### src/rtl/audio_pkg.sv
// Shared types and constants for the audio record/playback sequencer.
package audio_pkg;

    localparam int unsigned BYTE_W          = 8;
    localparam int unsigned CLK_DIV_DEFAULT = 50;

    typedef enum logic [2:0] {
        Idle,
        Record,
        PbRead,
        PbLoad,
        PbWait
    } state_e;

endpackage

### src/rtl/mclk_gen.sv
// Free-running microphone clock divider; tick marks the first cycle of each mclk high phase.
module mclk_gen
    import audio_pkg::*;
#(
    parameter int unsigned CLK_DIV = CLK_DIV_DEFAULT
) (
    input  logic clk,
    input  logic reset,
    output logic mclk_o,
    output logic tick_o
);

    localparam int unsigned CntW = (CLK_DIV > 1) ? $clog2(CLK_DIV) : 1;

    logic [CntW-1:0] cnt_q, cnt_d;
    logic            mclk_q, mclk_d;
    logic            tick_q, tick_d;
    logic            wrap;

    always_comb begin
        wrap   = (cnt_q == CntW'(CLK_DIV - 1));
        cnt_d  = wrap ? '0 : cnt_q + CntW'(1);
        mclk_d = wrap ? ~mclk_q : mclk_q;
        // Registered alongside mclk so tick lines up with mclk's first high cycle.
        tick_d = wrap & ~mclk_q;
    end

    always_ff @(posedge clk) begin
        if (reset) begin
            cnt_q  <= '0;
            mclk_q <= 1'b0;
            tick_q <= 1'b0;
        end else begin
            cnt_q  <= cnt_d;
            mclk_q <= mclk_d;
            tick_q <= tick_d;
        end
    end

    assign mclk_o = mclk_q;
    assign tick_o = tick_q;

endmodule

### src/rtl/audio_seq_ctrl.sv
// Record PDM bits into byte memory and play recorded bytes back to a PWM serializer.
module audio_seq_ctrl
    import audio_pkg::*;
#(
    parameter int unsigned CLK_DIV = CLK_DIV_DEFAULT,
    parameter int unsigned ADDR_W  = 15
) (
    input  logic              clk,
    input  logic              reset,
    input  logic              rec_start,
    input  logic              play_start,
    input  logic              stop,
    input  logic              micData,
    output logic              mclk,
    output logic              mem_we,
    output logic [ADDR_W-1:0] mem_addr,
    output logic [BYTE_W-1:0] mem_wdata,
    input  logic [BYTE_W-1:0] mem_rdata,
    output logic [BYTE_W-1:0] pwm_byte,
    output logic              pwm_load,
    output logic              ampSD,
    output logic              busy,
    output logic              ledrec
);

    localparam int unsigned BitW = $clog2(BYTE_W);
    localparam int unsigned LenW = ADDR_W + 1;

    logic tick;

    state_e            state_q, state_d;
    logic [BitW-1:0]   bit_cnt_q, bit_cnt_d;
    logic [BYTE_W-2:0] shift_q, shift_d;
    logic              mem_we_q, mem_we_d;
    logic [ADDR_W-1:0] mem_addr_q, mem_addr_d;
    logic [BYTE_W-1:0] mem_wdata_q, mem_wdata_d;
    logic [LenW-1:0]   rec_len_q, rec_len_d;
    logic [BYTE_W-1:0] pwm_byte_q, pwm_byte_d;

    mclk_gen #(
        .CLK_DIV(CLK_DIV)
    ) u_mclk_gen (
        .clk   (clk),
        .reset (reset),
        .mclk_o(mclk),
        .tick_o(tick)
    );

    always_comb begin
        state_d     = state_q;
        bit_cnt_d   = bit_cnt_q;
        shift_d     = shift_q;
        mem_we_d    = 1'b0;
        mem_addr_d  = mem_addr_q;
        mem_wdata_d = mem_wdata_q;
        rec_len_d   = rec_len_q;
        pwm_byte_d  = pwm_byte_q;

        case (state_q)
            Idle: begin
                if (rec_start) begin
                    state_d    = Record;
                    bit_cnt_d  = '0;
                    mem_addr_d = '0;
                    rec_len_d  = '0;
                end else if (play_start && rec_len_q != '0) begin
                    state_d    = PbRead;
                    mem_addr_d = '0;
                end
            end
            Record: begin
                if (tick) begin
                    shift_d   = {shift_q[BYTE_W-3:0], micData};
                    bit_cnt_d = bit_cnt_q + BitW'(1);
                    if (bit_cnt_q == BitW'(BYTE_W - 1)) begin
                        mem_we_d    = 1'b1;
                        mem_wdata_d = {shift_q, micData};
                    end
                end
                // Address advances the cycle after the write; the last address ends the take.
                if (mem_we_q) begin
                    rec_len_d = rec_len_q + LenW'(1);
                    if (mem_addr_q == '1) begin
                        state_d = Idle;
                    end else begin
                        mem_addr_d = mem_addr_q + ADDR_W'(1);
                    end
                end
            end
            PbRead: begin
                state_d = PbLoad;
            end
            PbLoad: begin
                pwm_byte_d = mem_rdata;
                bit_cnt_d  = '0;
                state_d    = PbWait;
            end
            PbWait: begin
                if (tick) begin
                    bit_cnt_d = bit_cnt_q + BitW'(1);
                    if (bit_cnt_q == BitW'(BYTE_W - 1)) begin
                        if ({1'b0, mem_addr_q} == rec_len_q - LenW'(1)) begin
                            state_d = Idle;
                        end else begin
                            mem_addr_d = mem_addr_q + ADDR_W'(1);
                            state_d    = PbRead;
                        end
                    end
                end
            end
            default: state_d = Idle;
        endcase

        // A byte not yet on the bus when stop arrives is dropped.
        if (stop) begin
            state_d  = Idle;
            mem_we_d = 1'b0;
        end
    end

    always_ff @(posedge clk) begin
        if (reset) begin
            state_q     <= Idle;
            bit_cnt_q   <= '0;
            shift_q     <= '0;
            mem_we_q    <= 1'b0;
            mem_addr_q  <= '0;
            mem_wdata_q <= '0;
            rec_len_q   <= '0;
            pwm_byte_q  <= '0;
        end else begin
            state_q     <= state_d;
            bit_cnt_q   <= bit_cnt_d;
            shift_q     <= shift_d;
            mem_we_q    <= mem_we_d;
            mem_addr_q  <= mem_addr_d;
            mem_wdata_q <= mem_wdata_d;
            rec_len_q   <= rec_len_d;
            pwm_byte_q  <= pwm_byte_d;
        end
    end

    assign mem_we    = mem_we_q;
    assign mem_addr  = mem_addr_q;
    assign mem_wdata = mem_wdata_q;
    assign pwm_load  = (state_q == PbLoad);
    assign pwm_byte  = pwm_load ? mem_rdata : pwm_byte_q;
    assign ampSD     = (state_q == PbRead) || (state_q == PbLoad) || (state_q == PbWait);
    assign ledrec    = (state_q == Record);
    assign busy      = (state_q != Idle);

endmodule

### config.mk
export PLATFORM = sky130hd
export DESIGN_NAME = audio_seq_ctrl
export DESIGN_NICKNAME = d
export VERILOG_FILES = /design/src/rtl/audio_pkg.sv /design/src/rtl/mclk_gen.sv /design/src/rtl/audio_seq_ctrl.sv
export SDC_FILE = /design/constraint.sdc
export NUM_CORES = 1
export LEC_CHECK = 0
export BUFFER_PORTS_ARGS = -buffer_cell sky130_fd_sc_hd__buf_4
export CORE_MARGIN = 2
export CORE_UTILIZATION = 43
export DETAILED_ROUTE_END_ITERATION = 8
export PLACE_DENSITY = 0.64
export SYNTH_ARGS = -nofsm -noshare
export SYNTH_HDL_FRONTEND = slang
export SYNTH_SLANG_ARGS = --single-unit
### constraint.sdc
create_clock -name clk -period 3.75 [get_ports clk]
set_clock_uncertainty 0.15 [all_clocks]
set_input_delay 0.1875 -clock clk [delete_from_list [all_inputs] [get_ports clk]]
set_output_delay 0.1875 -clock clk [all_outputs]
set_load 0.05 [all_outputs]
==> metrics.txt <==
Post-Syn Nets 515; core area 9110 µm²; gr ovfl total 0; Cell Rows 35; Total Wirelength 9750 µm; Post-CTS Hold Buffers 8; commonest non-fill, non-tap cell in the layout nand2_1; Post-Syn Area ~4000 µm²; crit path max-delay cell type nor3_4; antenna violations before repair 0; H-tree depth 3; first drt pass iteration count 5; Max Root-Sink Buffers 2; CP bufs+invs 1; Setup Buffers After CTS 0; run status finished clean; global-route wire length before repair 16,600 µm; IO Count 51; via count 3,646; Critical Path RT slightly below 4000 ps; CTS Root Cell clkbuf_8; Synth Register Bits 69; die area 10,100 µm²; post-route ant nets 0; Antenna Cells 0; Via density 5.60; minimum clock period 3370 ps; cell chain of the critical path inv_1, ha_1, nor3b_1, nand3_1, nor4bb_1, o22ai_2, nor3_4, nor3_2, o32ai_2; commonest cells after routing, fill and taps aside 74 x nand2_1, 69 x dfxtp_1, 53 x buf_4; Leak 0.00184 µW; Max Slew Vio Count 0; share of layout cells above drive strength 1 0.172; Slew @ Worst Pin 665 ps; CTS tree done; Area Overhead vs Synth 14.5%; Max-cap violations 0; Slew headroom 0.556; gr usage total 0.204; post-CTS sizing 0; Hold WS 10.9 ps; Critical Path Sink Type register; Worst Hold Class in -> reg; CP Launch Type register; DRT iter0 DRCs 174; die span in y 100 µm; fin crit share 0.900; kind of critical path reg -> reg; largest net degree at the start of global routing 35; PwrDens 331 nW/µm²; final worst slack roughly 380 ps; Net count, final 557; worst skew pair latency between 300 and 400 ps; mean post-synth cell area 8.08 µm²; vias in the first global route 3,371; WL/cell 15.0 µm; ys flop type dfxtp_1; fmax 296 MHz; # port buffers 50; clock-pin slew on the worst setup and hold paths 80 ps; Cells after Synth 494; total CTS buffers 9; Worst path top cell family by delay simple AND/OR/NAND/NOR gates; Async S/R FF share, synth 0; gpl congestion between 0.8 and 0.9; CP peak stage delay 550 ps; Detail Placement HPWL 6750 µm; RSZ-0062 raised after global routing false; WP data arrival 3490 ps; crit-path max FO 13; yosys warns 0; Setup TNS 0 ps; die width 100 µm; Final setup viols 0; Yosys cell types 73; Starting Density 0.438; post-synthesis sequential area ratio 0.346; Peak VDD IR about 0.00020 V; EDFF count, synth 0; clock sinks a little under 70; pre-CTS WS 546 ps; Residual DRC 0; final hold violations 0
-- cell usage after synthesis (all sizes together) (5+ instances only) --
library cell  count  area share
nand2            76       0.073
dfxtp            69        0.35
nor2             51       0.049
nand3            35       0.048
a21oi            30       0.038
nor3             18       0.028
clkbuf           17       0.026
xor2             17       0.037
buf              13       0.030
inv              13       0.012
xnor2            12       0.026
and3             11       0.018
o21ai            11       0.015
and2              9       0.014
or3               8       0.013
ha                7       0.022
nor4              7       0.020
a211o             6       0.013
nand4             6      0.0094
o211ai            6       0.011
a211oi            5       0.011
a31oi             5      0.0078
nor2b             5      0.0078
o311ai            5       0.013
o32ai             5       0.013
-- sequential cells by signal (all words and copies together), names as in the netlist, 3 cells and up --
signal / flops
rec_len_q: 16
mem_addr: 15
mem_wdata: 8
pwm_byte_q: 8
shift_q: 7
u_mclk_gen.cnt_q: 6
bit_cnt_q: 3
state_q: 3
-- final timing paths --
check	slack, ps	start	cells past startpoint	to
worst min register to register	310	mem_wdata[7]$_SDFFE_PP0P_	2	mem_wdata[7]$_SDFFE_PP0P_
worst max register to register	380	rec_len_q[0]$_SDFFE_PP0P_	9	mem_addr[2]$_SDFFE_PP0P_
worst max-delay path	380	rec_len_q[0]$_SDFFE_PP0P_	9	mem_addr[2]$_SDFFE_PP0P_
worst min-delay path	10	mem_rdata[3]	4	pwm_byte_q[3]$_SDFF_PP0_
-- stage by stage --
step	power (µW)	std cells	util	cell area, µm²
detailed placement	922	628	0.472	4300
global placement	922	628	0.472	4300
finish	1510	651	0.502	4570
floorplan	884	494	-	3990
global route	1580	651	0.502	4570
CTS	1530	651	0.502	4570
-- kinds of logic after synthesis --
kind of cell	synth area share
flops	0.346
xor+xnor	0.0636
buf+inv	0.0696
mux	0.0129
fa+ha+maj	0.0219
simple gates	0.313
compound gates	0.172
-- layer usage --
metal  vias to the layer above  wire [µm]  track usage
li1                       1835          -            -
met1                      1708       4390        0.267
met2                        90       4710        0.336
met3                        13        487       0.0481
met4                         0        153       0.0590
met5                         -          0            0
-- worst min-delay path, stage by stage --
cell and delay, ps:
buf_4 70, nand2_1 40, nand2_1 60, and2_1 120
-- power by group --
| part | internal, µW | total [µW] | switching [µW] | leakage (µW) |
|---|---|---|---|---|
| Sequential | 739 | 750 | 11.5 | 0.000557 |
| Combinational | 59.7 | 163 | 103 | 0.00119 |
| Clock | 303 | 600 | 297 | 0.0000915 |
| Total | 1100 | 1510 | 411 | 0.00184 |
-- cell type report --
cell class                 count  area (µm²)
timing repair buffer          61         478
fill                         902        4540
tap                          111         139
clock buffer                   9         124
clock inverter                 6        63.8
multi-input combinational    381        2330
sequential                    69        1380
inverter                      14        52.6
Power figures use the tool's default switching activity.
